## src/rtl/pipe_ctrl_pkg.sv

```systemverilog
// Shared definitions for the pipeline stall/flush sequencer.
package pipe_ctrl_pkg;

    localparam int REG_ID_W_DEF = 5;

    typedef enum logic [1:0] {
        ST_RUN     = 2'd0,
        ST_LDUSE   = 2'd1,
        ST_MEMWAIT = 2'd2,
        ST_REDIR   = 2'd3
    } state_e;

endpackage

```

## src/rtl/pipe_hazard_ctrl_if.sv

```systemverilog
// Bundle of hazard-detect inputs and stage-latch control outputs.
interface pipe_hazard_ctrl_if #(
    parameter int REG_ID_W = 5,
    parameter int CNT_W    = 16
);
    logic                rf_valid;
    logic [REG_ID_W-1:0] rf_rd0_id;
    logic                rf_rd0_used;
    logic [REG_ID_W-1:0] rf_rd1_id;
    logic                rf_rd1_used;
    logic [REG_ID_W-1:0] ex_wr_id;
    logic                ex_wr_en;
    logic                ex_is_load;
    logic                mem_busy;
    logic                br_taken;
    logic                perf_clr;

    logic                if_stall, rf_stall, ex_stall;
    logic                if_flush, rf_flush, ex_flush;
    logic [1:0]          state_out;
    logic [CNT_W-1:0]    stall_cycles;

    modport master (
        output rf_valid, rf_rd0_id, rf_rd0_used, rf_rd1_id, rf_rd1_used,
               ex_wr_id, ex_wr_en, ex_is_load, mem_busy, br_taken, perf_clr,
        input  if_stall, rf_stall, ex_stall, if_flush, rf_flush, ex_flush,
               state_out, stall_cycles
    );

    modport slave (
        input  rf_valid, rf_rd0_id, rf_rd0_used, rf_rd1_id, rf_rd1_used,
               ex_wr_id, ex_wr_en, ex_is_load, mem_busy, br_taken, perf_clr,
        output if_stall, rf_stall, ex_stall, if_flush, rf_flush, ex_flush,
               state_out, stall_cycles
    );
endinterface

```

## src/rtl/load_use_detect.sv

```systemverilog
// Combinational load-use compare between the RF sources and the EX load destination.
module load_use_detect
    import pipe_ctrl_pkg::*;
#(
    parameter int REG_ID_W = REG_ID_W_DEF
) (
    input  logic                rf_valid_i,
    input  logic [REG_ID_W-1:0] rf_rd0_id_i,
    input  logic                rf_rd0_used_i,
    input  logic [REG_ID_W-1:0] rf_rd1_id_i,
    input  logic                rf_rd1_used_i,
    input  logic [REG_ID_W-1:0] ex_wr_id_i,
    input  logic                ex_wr_en_i,
    input  logic                ex_is_load_i,
    output logic                hazard_o
);
    logic ex_ld_wr;
    logic src_match;

    // Register 0 is "no register" and can never carry a dependency.
    assign ex_ld_wr  = ex_is_load_i & ex_wr_en_i & (ex_wr_id_i != '0);
    assign src_match = (rf_rd0_used_i & (rf_rd0_id_i == ex_wr_id_i)) |
                       (rf_rd1_used_i & (rf_rd1_id_i == ex_wr_id_i));
    assign hazard_o  = rf_valid_i & ex_ld_wr & src_match;
endmodule

```

## src/rtl/pipe_hazard_ctrl.sv

```systemverilog
// Stall/flush sequencer for the IF/RF/EX latches plus a saturating stall counter.
module pipe_hazard_ctrl
    import pipe_ctrl_pkg::*;
#(
    parameter int REG_ID_W     = REG_ID_W_DEF,
    parameter int LDUSE_CYCLES = 1,
    parameter int FLUSH_CYCLES = 1,
    parameter int CNT_W        = 16
) (
    input  logic              CLK,
    input  logic              RST,
    pipe_hazard_ctrl_if.slave bus
);
    localparam int MAXC   = (LDUSE_CYCLES > FLUSH_CYCLES) ? LDUSE_CYCLES : FLUSH_CYCLES;
    localparam int CNTR_W = (MAXC > 1) ? $clog2(MAXC + 1) : 1;
    localparam logic [CNTR_W-1:0] LDUSE_INIT = CNTR_W'(LDUSE_CYCLES - 1);
    localparam logic [CNTR_W-1:0] FLUSH_INIT = CNTR_W'(FLUSH_CYCLES - 1);

    state_e            state_q, state_d;
    logic [CNTR_W-1:0] cnt_q, cnt_d;
    logic [CNT_W-1:0]  stall_cycles_q, stall_cycles_d;

    logic hazard;
    logic ifs_c, rfs_c, exs_c, iff_c, rff_c, exf_c;
    logic eval_run;
    logic any_stall;

    load_use_detect #(.REG_ID_W(REG_ID_W)) u_lud (
        .rf_valid_i   (bus.rf_valid),
        .rf_rd0_id_i  (bus.rf_rd0_id),
        .rf_rd0_used_i(bus.rf_rd0_used),
        .rf_rd1_id_i  (bus.rf_rd1_id),
        .rf_rd1_used_i(bus.rf_rd1_used),
        .ex_wr_id_i   (bus.ex_wr_id),
        .ex_wr_en_i   (bus.ex_wr_en),
        .ex_is_load_i (bus.ex_is_load),
        .hazard_o     (hazard)
    );

    // Next state and same-cycle latch controls; mem_busy > br_taken > hazard.
    always_comb begin
        state_d  = state_q;
        cnt_d    = cnt_q;
        ifs_c    = 1'b0;
        rfs_c    = 1'b0;
        exs_c    = 1'b0;
        iff_c    = 1'b0;
        rff_c    = 1'b0;
        exf_c    = 1'b0;
        eval_run = 1'b0;

        if (bus.mem_busy) begin
            // Memory hold freezes everything; RUN moves into MEMWAIT, others stay.
            {ifs_c, rfs_c, exs_c} = 3'b111;
            if (state_q == ST_RUN) state_d = ST_MEMWAIT;
        end else begin
            case (state_q)
                ST_RUN, ST_MEMWAIT: eval_run = 1'b1;
                ST_LDUSE: begin
                    if (bus.br_taken) begin
                        eval_run = 1'b1;
                    end else begin
                        {ifs_c, rfs_c, exf_c} = 3'b111;
                        cnt_d = cnt_q - 1'b1;
                        if (cnt_d == '0) state_d = ST_RUN;
                    end
                end
                ST_REDIR: begin
                    // RF holds wrong-path work, so hazards and new branches are ignored.
                    {iff_c, rff_c} = 2'b11;
                    cnt_d = cnt_q - 1'b1;
                    if (cnt_d == '0) state_d = ST_RUN;
                end
                default: state_d = ST_RUN;
            endcase
        end

        if (eval_run) begin
            state_d = ST_RUN;
            if (bus.br_taken) begin
                {iff_c, rff_c} = 2'b11;
                if (FLUSH_CYCLES > 1) begin
                    state_d = ST_REDIR;
                    cnt_d   = FLUSH_INIT;
                end
            end else if (hazard) begin
                {ifs_c, rfs_c, exf_c} = 3'b111;
                if (LDUSE_CYCLES > 1) begin
                    state_d = ST_LDUSE;
                    cnt_d   = LDUSE_INIT;
                end
            end
        end
    end

    // Controls drop to 0 the moment reset asserts, without waiting for a clock.
    assign bus.if_stall = ifs_c & RST;
    assign bus.rf_stall = rfs_c & RST;
    assign bus.ex_stall = exs_c & RST;
    assign bus.if_flush = iff_c & RST;
    assign bus.rf_flush = rff_c & RST;
    assign bus.ex_flush = exf_c & RST;

    assign any_stall = ifs_c | rfs_c | exs_c;

    // Saturating stall counter; clear wins over increment.
    always_comb begin
        stall_cycles_d = stall_cycles_q;
        if (bus.perf_clr)
            stall_cycles_d = '0;
        else if (any_stall && (stall_cycles_q != '1))
            stall_cycles_d = stall_cycles_q + 1'b1;
    end

    // State, bubble counter and perf counter registers.
    always_ff @(posedge CLK or negedge RST) begin
        if (!RST) begin
            state_q        <= ST_RUN;
            cnt_q          <= '0;
            stall_cycles_q <= '0;
        end else begin
            state_q        <= state_d;
            cnt_q          <= cnt_d;
            stall_cycles_q <= stall_cycles_d;
        end
    end

    assign bus.state_out    = state_q;
    assign bus.stall_cycles = stall_cycles_q;
endmodule

```

## src/flat_wrapper.sv

```systemverilog
// flat-port wrapper written by rule: the top's interface ports become plain ports
module pipe_hazard_ctrl_flat import pipe_ctrl_pkg::*;
#(
    parameter int REG_ID_W     = REG_ID_W_DEF,
    parameter int LDUSE_CYCLES = 1,
    parameter int FLUSH_CYCLES = 1,
    parameter int CNT_W        = 16
)
  (CLK, RST, bus_rf_valid, bus_rf_rd0_id, bus_rf_rd0_used, bus_rf_rd1_id, bus_rf_rd1_used, bus_ex_wr_id, bus_ex_wr_en, bus_ex_is_load, bus_mem_busy, bus_br_taken, bus_perf_clr, bus_if_stall, bus_rf_stall, bus_ex_stall, bus_if_flush, bus_rf_flush, bus_ex_flush, bus_state_out, bus_stall_cycles);
  pipe_hazard_ctrl_if #(.REG_ID_W(REG_ID_W), .CNT_W(CNT_W)) bus_i ();
  input  logic CLK;
  input  logic RST;
  input wire logic [$bits(bus_i.rf_valid)-1:0] bus_rf_valid;
  input wire logic [$bits(bus_i.rf_rd0_id)-1:0] bus_rf_rd0_id;
  input wire logic [$bits(bus_i.rf_rd0_used)-1:0] bus_rf_rd0_used;
  input wire logic [$bits(bus_i.rf_rd1_id)-1:0] bus_rf_rd1_id;
  input wire logic [$bits(bus_i.rf_rd1_used)-1:0] bus_rf_rd1_used;
  input wire logic [$bits(bus_i.ex_wr_id)-1:0] bus_ex_wr_id;
  input wire logic [$bits(bus_i.ex_wr_en)-1:0] bus_ex_wr_en;
  input wire logic [$bits(bus_i.ex_is_load)-1:0] bus_ex_is_load;
  input wire logic [$bits(bus_i.mem_busy)-1:0] bus_mem_busy;
  input wire logic [$bits(bus_i.br_taken)-1:0] bus_br_taken;
  input wire logic [$bits(bus_i.perf_clr)-1:0] bus_perf_clr;
  output wire logic [$bits(bus_i.if_stall)-1:0] bus_if_stall;
  output wire logic [$bits(bus_i.rf_stall)-1:0] bus_rf_stall;
  output wire logic [$bits(bus_i.ex_stall)-1:0] bus_ex_stall;
  output wire logic [$bits(bus_i.if_flush)-1:0] bus_if_flush;
  output wire logic [$bits(bus_i.rf_flush)-1:0] bus_rf_flush;
  output wire logic [$bits(bus_i.ex_flush)-1:0] bus_ex_flush;
  output wire logic [$bits(bus_i.state_out)-1:0] bus_state_out;
  output wire logic [$bits(bus_i.stall_cycles)-1:0] bus_stall_cycles;
  assign bus_i.rf_valid = bus_rf_valid;
  assign bus_i.rf_rd0_id = bus_rf_rd0_id;
  assign bus_i.rf_rd0_used = bus_rf_rd0_used;
  assign bus_i.rf_rd1_id = bus_rf_rd1_id;
  assign bus_i.rf_rd1_used = bus_rf_rd1_used;
  assign bus_i.ex_wr_id = bus_ex_wr_id;
  assign bus_i.ex_wr_en = bus_ex_wr_en;
  assign bus_i.ex_is_load = bus_ex_is_load;
  assign bus_i.mem_busy = bus_mem_busy;
  assign bus_i.br_taken = bus_br_taken;
  assign bus_i.perf_clr = bus_perf_clr;
  assign bus_if_stall = bus_i.if_stall;
  assign bus_rf_stall = bus_i.rf_stall;
  assign bus_ex_stall = bus_i.ex_stall;
  assign bus_if_flush = bus_i.if_flush;
  assign bus_rf_flush = bus_i.rf_flush;
  assign bus_ex_flush = bus_i.ex_flush;
  assign bus_state_out = bus_i.state_out;
  assign bus_stall_cycles = bus_i.stall_cycles;
  pipe_hazard_ctrl #(.REG_ID_W(REG_ID_W), .LDUSE_CYCLES(LDUSE_CYCLES), .FLUSH_CYCLES(FLUSH_CYCLES), .CNT_W(CNT_W)) u_core (.CLK(CLK), .RST(RST), .bus(bus_i));
endmodule
```

## config.mk

```make
export PLATFORM = sky130hd
export DESIGN_NAME = pipe_hazard_ctrl_flat
export DESIGN_NICKNAME = d
export VERILOG_FILES = /design/src/rtl/pipe_ctrl_pkg.sv /design/src/rtl/pipe_hazard_ctrl_if.sv /design/src/rtl/load_use_detect.sv /design/src/rtl/pipe_hazard_ctrl.sv /design/src/flat_wrapper.sv
export SDC_FILE = /design/constraint.sdc
export NUM_CORES = 1
export LEC_CHECK = 0
export BUFFER_PORTS_ARGS = -buffer_cell sky130_fd_sc_hd__buf_4
export CAP_MARGIN = 20
export CORE_UTILIZATION = 48
export DETAILED_ROUTE_END_ITERATION = 7
export HOLD_SLACK_MARGIN = 0.12
export PLACE_DENSITY = 0.91
export SYNTH_ARGS = -nofsm -noshare
export SYNTH_HDL_FRONTEND = slang
export SYNTH_HIERARCHICAL = 1
export SYNTH_SLANG_ARGS = --single-unit
```

## constraint.sdc

```tcl
create_clock -name CLK -period 2.17 [get_ports CLK]
set_clock_uncertainty 0.2 [all_clocks]
set_input_delay 0.1085 -clock CLK [delete_from_list [all_inputs] [get_ports CLK]]
set_output_delay 0.1085 -clock CLK [all_outputs]
set_load 0.005 [all_outputs]
```

==> results.sh <==
export IMPL_drc_errors_left=0
export IMPL_clock_tree_htree_level_count=1
export IMPL_post_synth_instance_area_mm2=0.00123
export IMPL_initial_utilization_pct=50.3
export IMPL_netSwitchingFraction_pct=26.4
export IMPL_start_kind="input pin"
export IMPL_setup_tns_after_final_layout_ns=0
export IMPL_max_clock_path_buffers=2
export IMPL_maximum_number_of_pins_on_one_net_before_global_route_repair=25
export IMPL_postLayoutSetupSlackWorst_ns=0.0586
export IMPL_synth_fa_ha_area_share_pct=1.01
export IMPL_worstSetupPathDepth=10
export IMPL_synth_net_count=163
export IMPL_cts_tree="yes"
export IMPL_port_buffers=47
export IMPL_depth_of_the_worst_register_to_register_path=6
export IMPL_worstSkewPairLatency_ns=0.30
export IMPL_drt_pass1_iter_count=4
export IMPL_worst_setup_hold_path_clk_slew_ns=0.09
export IMPL_seq_area_um2=425
export IMPL_required_time_at_the_endpoint_of_the_critical_path_ns=1.86
export IMPL_share_clk_of_total_power_pct=27.9
export IMPL_timing_max_slew_rel_slack_pct=45.9
export IMPL_num_fill_cells=180
export IMPL_fin_util_pct=70.6
export IMPL_power_per_cell_area_mw_per_mm2=363
export IMPL_largest_family_of_logic_cells_by_synthesized_area="simple AND/OR/NAND/NOR gates"
export IMPL_crit_path_max_fanout=8
export IMPL_design_die_area_mm2=0.00278
export IMPL_power_ir_vdd_worst_mv=0.354
export IMPL_yosys_register_bits=17
export IMPL_slowest_stage="sky130_fd_sc_hd__or4_1"
export IMPL_totalWireLength_um=3740
export IMPL_dpl_cell_area_mm2=0.00162
export IMPL_grt_usage_pct=27.7
export IMPL_min_path_cells=6
export IMPL_io_pins=49
export IMPL_fraction_of_layout_cells_with_a_size_suffix_above_1_pct=41.6
export IMPL_cellInternalPower_uw=463
export IMPL_clock_sinks=17
export IMPL_synthToLayoutAreaGrowth_pct=40.3
export IMPL_delay_heaviest_family_cp="simple AND/OR/NAND/NOR gates"
export IMPL_critical_path_arrival_ns=1.80
export IMPL_layout_worst_path_cycle_share_pct=97.3
export IMPL_worst_path_buf_inv=4
export IMPL_power_frac_comb_pct=20.1
export IMPL_seq_area_frac_synth_pct=34.4
export IMPL_post_route_min_period_ns=2.11
export IMPL_synth_cell_types=36
export IMPL_yosys_area_share_xor_xnor_pct=7.09
export IMPL_chipWidth_um=52.7
export IMPL_dp_final_hpwl_um=2520
export IMPL_simple_gate_share_of_the_synthesized_area_pct=26.4
export IMPL_worst_hold_slack_ns=0.348
export IMPL_dpl_worst_slack_ns=-0.268
export IMPL_post_drt_via_cell_ratio=5.91
export IMPL_p_leak_nw=0.769
export IMPL_timing_max_cap_violations=0
export IMPL_numCtsBuffers=3
export IMPL_row_count=18
export IMPL_timing_critical_path_cells="buf_4 -> or4_1 -> o2111ai_1 -> a21oi_2 -> nor2b_2 -> buf_6 -> nor2_2 -> buf_4 -> nor2b_2 -> buf_4"
export IMPL_multiInputGateArea_um2=772
export IMPL_critical_path_endpoint_type="output pin"
export IMPL_drt_iter0_drc=65
export IMPL_synth_flop_cell="sky130_fd_sc_hd__dfrtp_1"
export IMPL_final_setup_viol_count=0
export IMPL_seq_power_share_pct=51.9
export IMPL_worst_path_most_repeated_cell="sky130_fd_sc_hd__buf_4"
export IMPL_core_region_area_mm2=0.00245
export IMPL_status="completed"
export IMPL_die_y_um=52.7
export IMPL_final_net_count=217
export IMPL_worstSetupPathType="input pin to output pin"
export IMPL_routed_wire_per_std_cell_um=17.0
export IMPL_diodes=0
export IMPL_min_delay_path_class="input pin to flop"
export IMPL_fin_area_mm2=0.00173
export IMPL_synth_compound_area_share_pct=17.5
export IMPL_switchingPower_uw=166
export IMPL_first_global_vias=1221
export IMPL_number_of_cells_in_the_design_after_placement=211
export IMPL_antenna_found_initial=0
export IMPL_synthArstFlopShare_pct=100
export IMPL_critPathMaxStageDelay_ns=0.53
export IMPL_first_pass_grt_wire_length_um=5560
export IMPL_post_synth_mux_area_share_pct=7.19
export IMPL_vias=1301
export IMPL_synth_warning_count=6
export IMPL_synthesis_instances=137
export IMPL_finalPower_uw=629
export IMPL_edff_count_synth=0
export IMPL_syn_area_cell_um2=9.01
export IMPL_max_slew_worst_pin_slew_ns=0.808
export IMPL_final_max_slew_viol_count=0
export IMPL_gp_congestion=0.863
export IMPL_grt_overflow=0
export IMPL_clock_root_buffer="sky130_fd_sc_hd__clkbuf_4"
export IMPL_drt_antenna_violating_nets=0
export IMPL_clock_fmax_mhz=474
export IMPL_layout_cells_non_filler=220
export IMPL_timing_hold_violations_final=0
## sequential cells by signal, summed over array words and instances, names as in the netlist
register	cells
u_core/bus.stall_cycles	16
u_core/bus.state_out	1
## power by group through the flow
stage                     Sequential [mW]  Combinational, mW  Clock [mW]
after global placement              0.332              0.109           0
after global routing                0.328              0.139       0.192
after floorplan                     0.332             0.0434           0
after CTS                           0.326              0.122       0.184
final                               0.326              0.127       0.176
after detailed placement            0.333              0.115           0
## synthesized netlist by cell type (2+ instances only)
master                       n  area, um^2
sky130_fd_sc_hd__buf_2       2        10.0
sky130_fd_sc_hd__clkbuf_1    5        18.8
sky130_fd_sc_hd__xor2_1      8        70.1
sky130_fd_sc_hd__nand3_1     2        10.0
sky130_fd_sc_hd__buf_4       3        22.5
sky130_fd_sc_hd__o2111ai_1   4        35.0
sky130_fd_sc_hd__and4_1      2        17.5
sky130_fd_sc_hd__and3b_1     2        17.5
sky130_fd_sc_hd__nand2b_1    2        12.5
sky130_fd_sc_hd__a211oi_1    2        15.0
sky130_fd_sc_hd__xnor2_1     2        17.5
sky130_fd_sc_hd__or3_1       2        12.5
sky130_fd_sc_hd__nor2b_1     9        56.3
sky130_fd_sc_hd__nor2_1     10        37.5
sky130_fd_sc_hd__nand4_1     3        18.8
sky130_fd_sc_hd__dfrtp_1    17         425
sky130_fd_sc_hd__o31ai_1     5        37.5
sky130_fd_sc_hd__or4_1       6        45.0
sky130_fd_sc_hd__and2_1      3        18.8
sky130_fd_sc_hd__o211ai_1    2        15.0
sky130_fd_sc_hd__buf_6       2        22.5
sky130_fd_sc_hd__nand2_1     9        33.8
sky130_fd_sc_hd__nor4_1      3        18.8
sky130_fd_sc_hd__a21oi_1    12        60.1
sky130_fd_sc_hd__mux2_2      7        78.8
sky130_fd_sc_hd__o21ai_0     3        15.0
## worst paths after layout
kind                                        startpoint                     endpoint  slack, ns
max in group asynchronous                          RST   u_core/bus.stall_cycles[3]       0.41
hold / removal                            bus_br_taken  u_core/bus.stall_cycles[11]       0.35
hold reg to reg            u_core/bus.stall_cycles[11]  u_core/bus.stall_cycles[11]       0.41
setup / recovery                       bus_ex_wr_id[3]                 bus_rf_stall       0.06
setup reg to reg            u_core/bus.stall_cycles[0]   u_core/bus.stall_cycles[3]       0.12
min in group asynchronous                          RST  u_core/bus.stall_cycles[12]       0.84
## cells in the final DEF (no fill, tap or decap), types with 4 or more instances in the layout
| cell | netlist | routed |
|---|---|---|
| sky130_fd_sc_hd__a21oi_1 | 12 | 9 |
| sky130_fd_sc_hd__buf_4 | 3 | 56 |
| sky130_fd_sc_hd__dfrtp_1 | 17 | 17 |
| sky130_fd_sc_hd__dlygate4sd3_1 | 0 | 4 |
| sky130_fd_sc_hd__mux2_2 | 7 | 7 |
| sky130_fd_sc_hd__nand2_1 | 9 | 9 |
| sky130_fd_sc_hd__nor2_1 | 10 | 9 |
| sky130_fd_sc_hd__nor2b_1 | 9 | 7 |
| sky130_fd_sc_hd__o2111ai_1 | 4 | 4 |
| sky130_fd_sc_hd__o31ai_1 | 5 | 5 |
| sky130_fd_sc_hd__or4_1 | 6 | 6 |
| sky130_fd_sc_hd__xor2_1 | 8 | 8 |
## layer usage
layer / track usage, % / wire (um)
met5: 0 / 0
met4: 10.5 / 69
met3: 5.80 / 201
met2: 47.9 / 1950
met1: 33.2 / 1520
## layout make-up
class / count / area share [%]
timing repair buffer: 61 / 27.2
multi-input combinational: 108 / 44.5
tap: 30 / 2.17
sequential: 17 / 24.5
clock buffer: 4 / 1.52
## cells by family (layout without fill, tap and decap cells)
family          after synthesis  after routing
compound gates               31             31
xor+xnor                     10             10
fa+ha+maj                     1              1
buf+inv                      12             65
flops                        17             17
mux                           8              8
other cells                   1              1
simple gates                 57             57
## what timing repair did
action,4_1_cts,5_1_grt
endpoints found under the hold margin,33,0
gates resized for setup,0,10
setup endpoints to repair,0,10
hold buffers,4,0
setup buffers,0,1
## worst register-to-register path, stage by stage, from the launching register on
cell and delay [ns]:
sky130_fd_sc_hd__dfrtp_1 0.44, sky130_fd_sc_hd__ha_1 0.24, sky130_fd_sc_hd__nand2_1 0.15, sky130_fd_sc_hd__nor3_1 0.07
sky130_fd_sc_hd__buf_4 0.19, sky130_fd_sc_hd__a211oi_1 0.29, sky130_fd_sc_hd__mux2_2 0.36
Note: power is estimated with default switching activity, not from simulation.
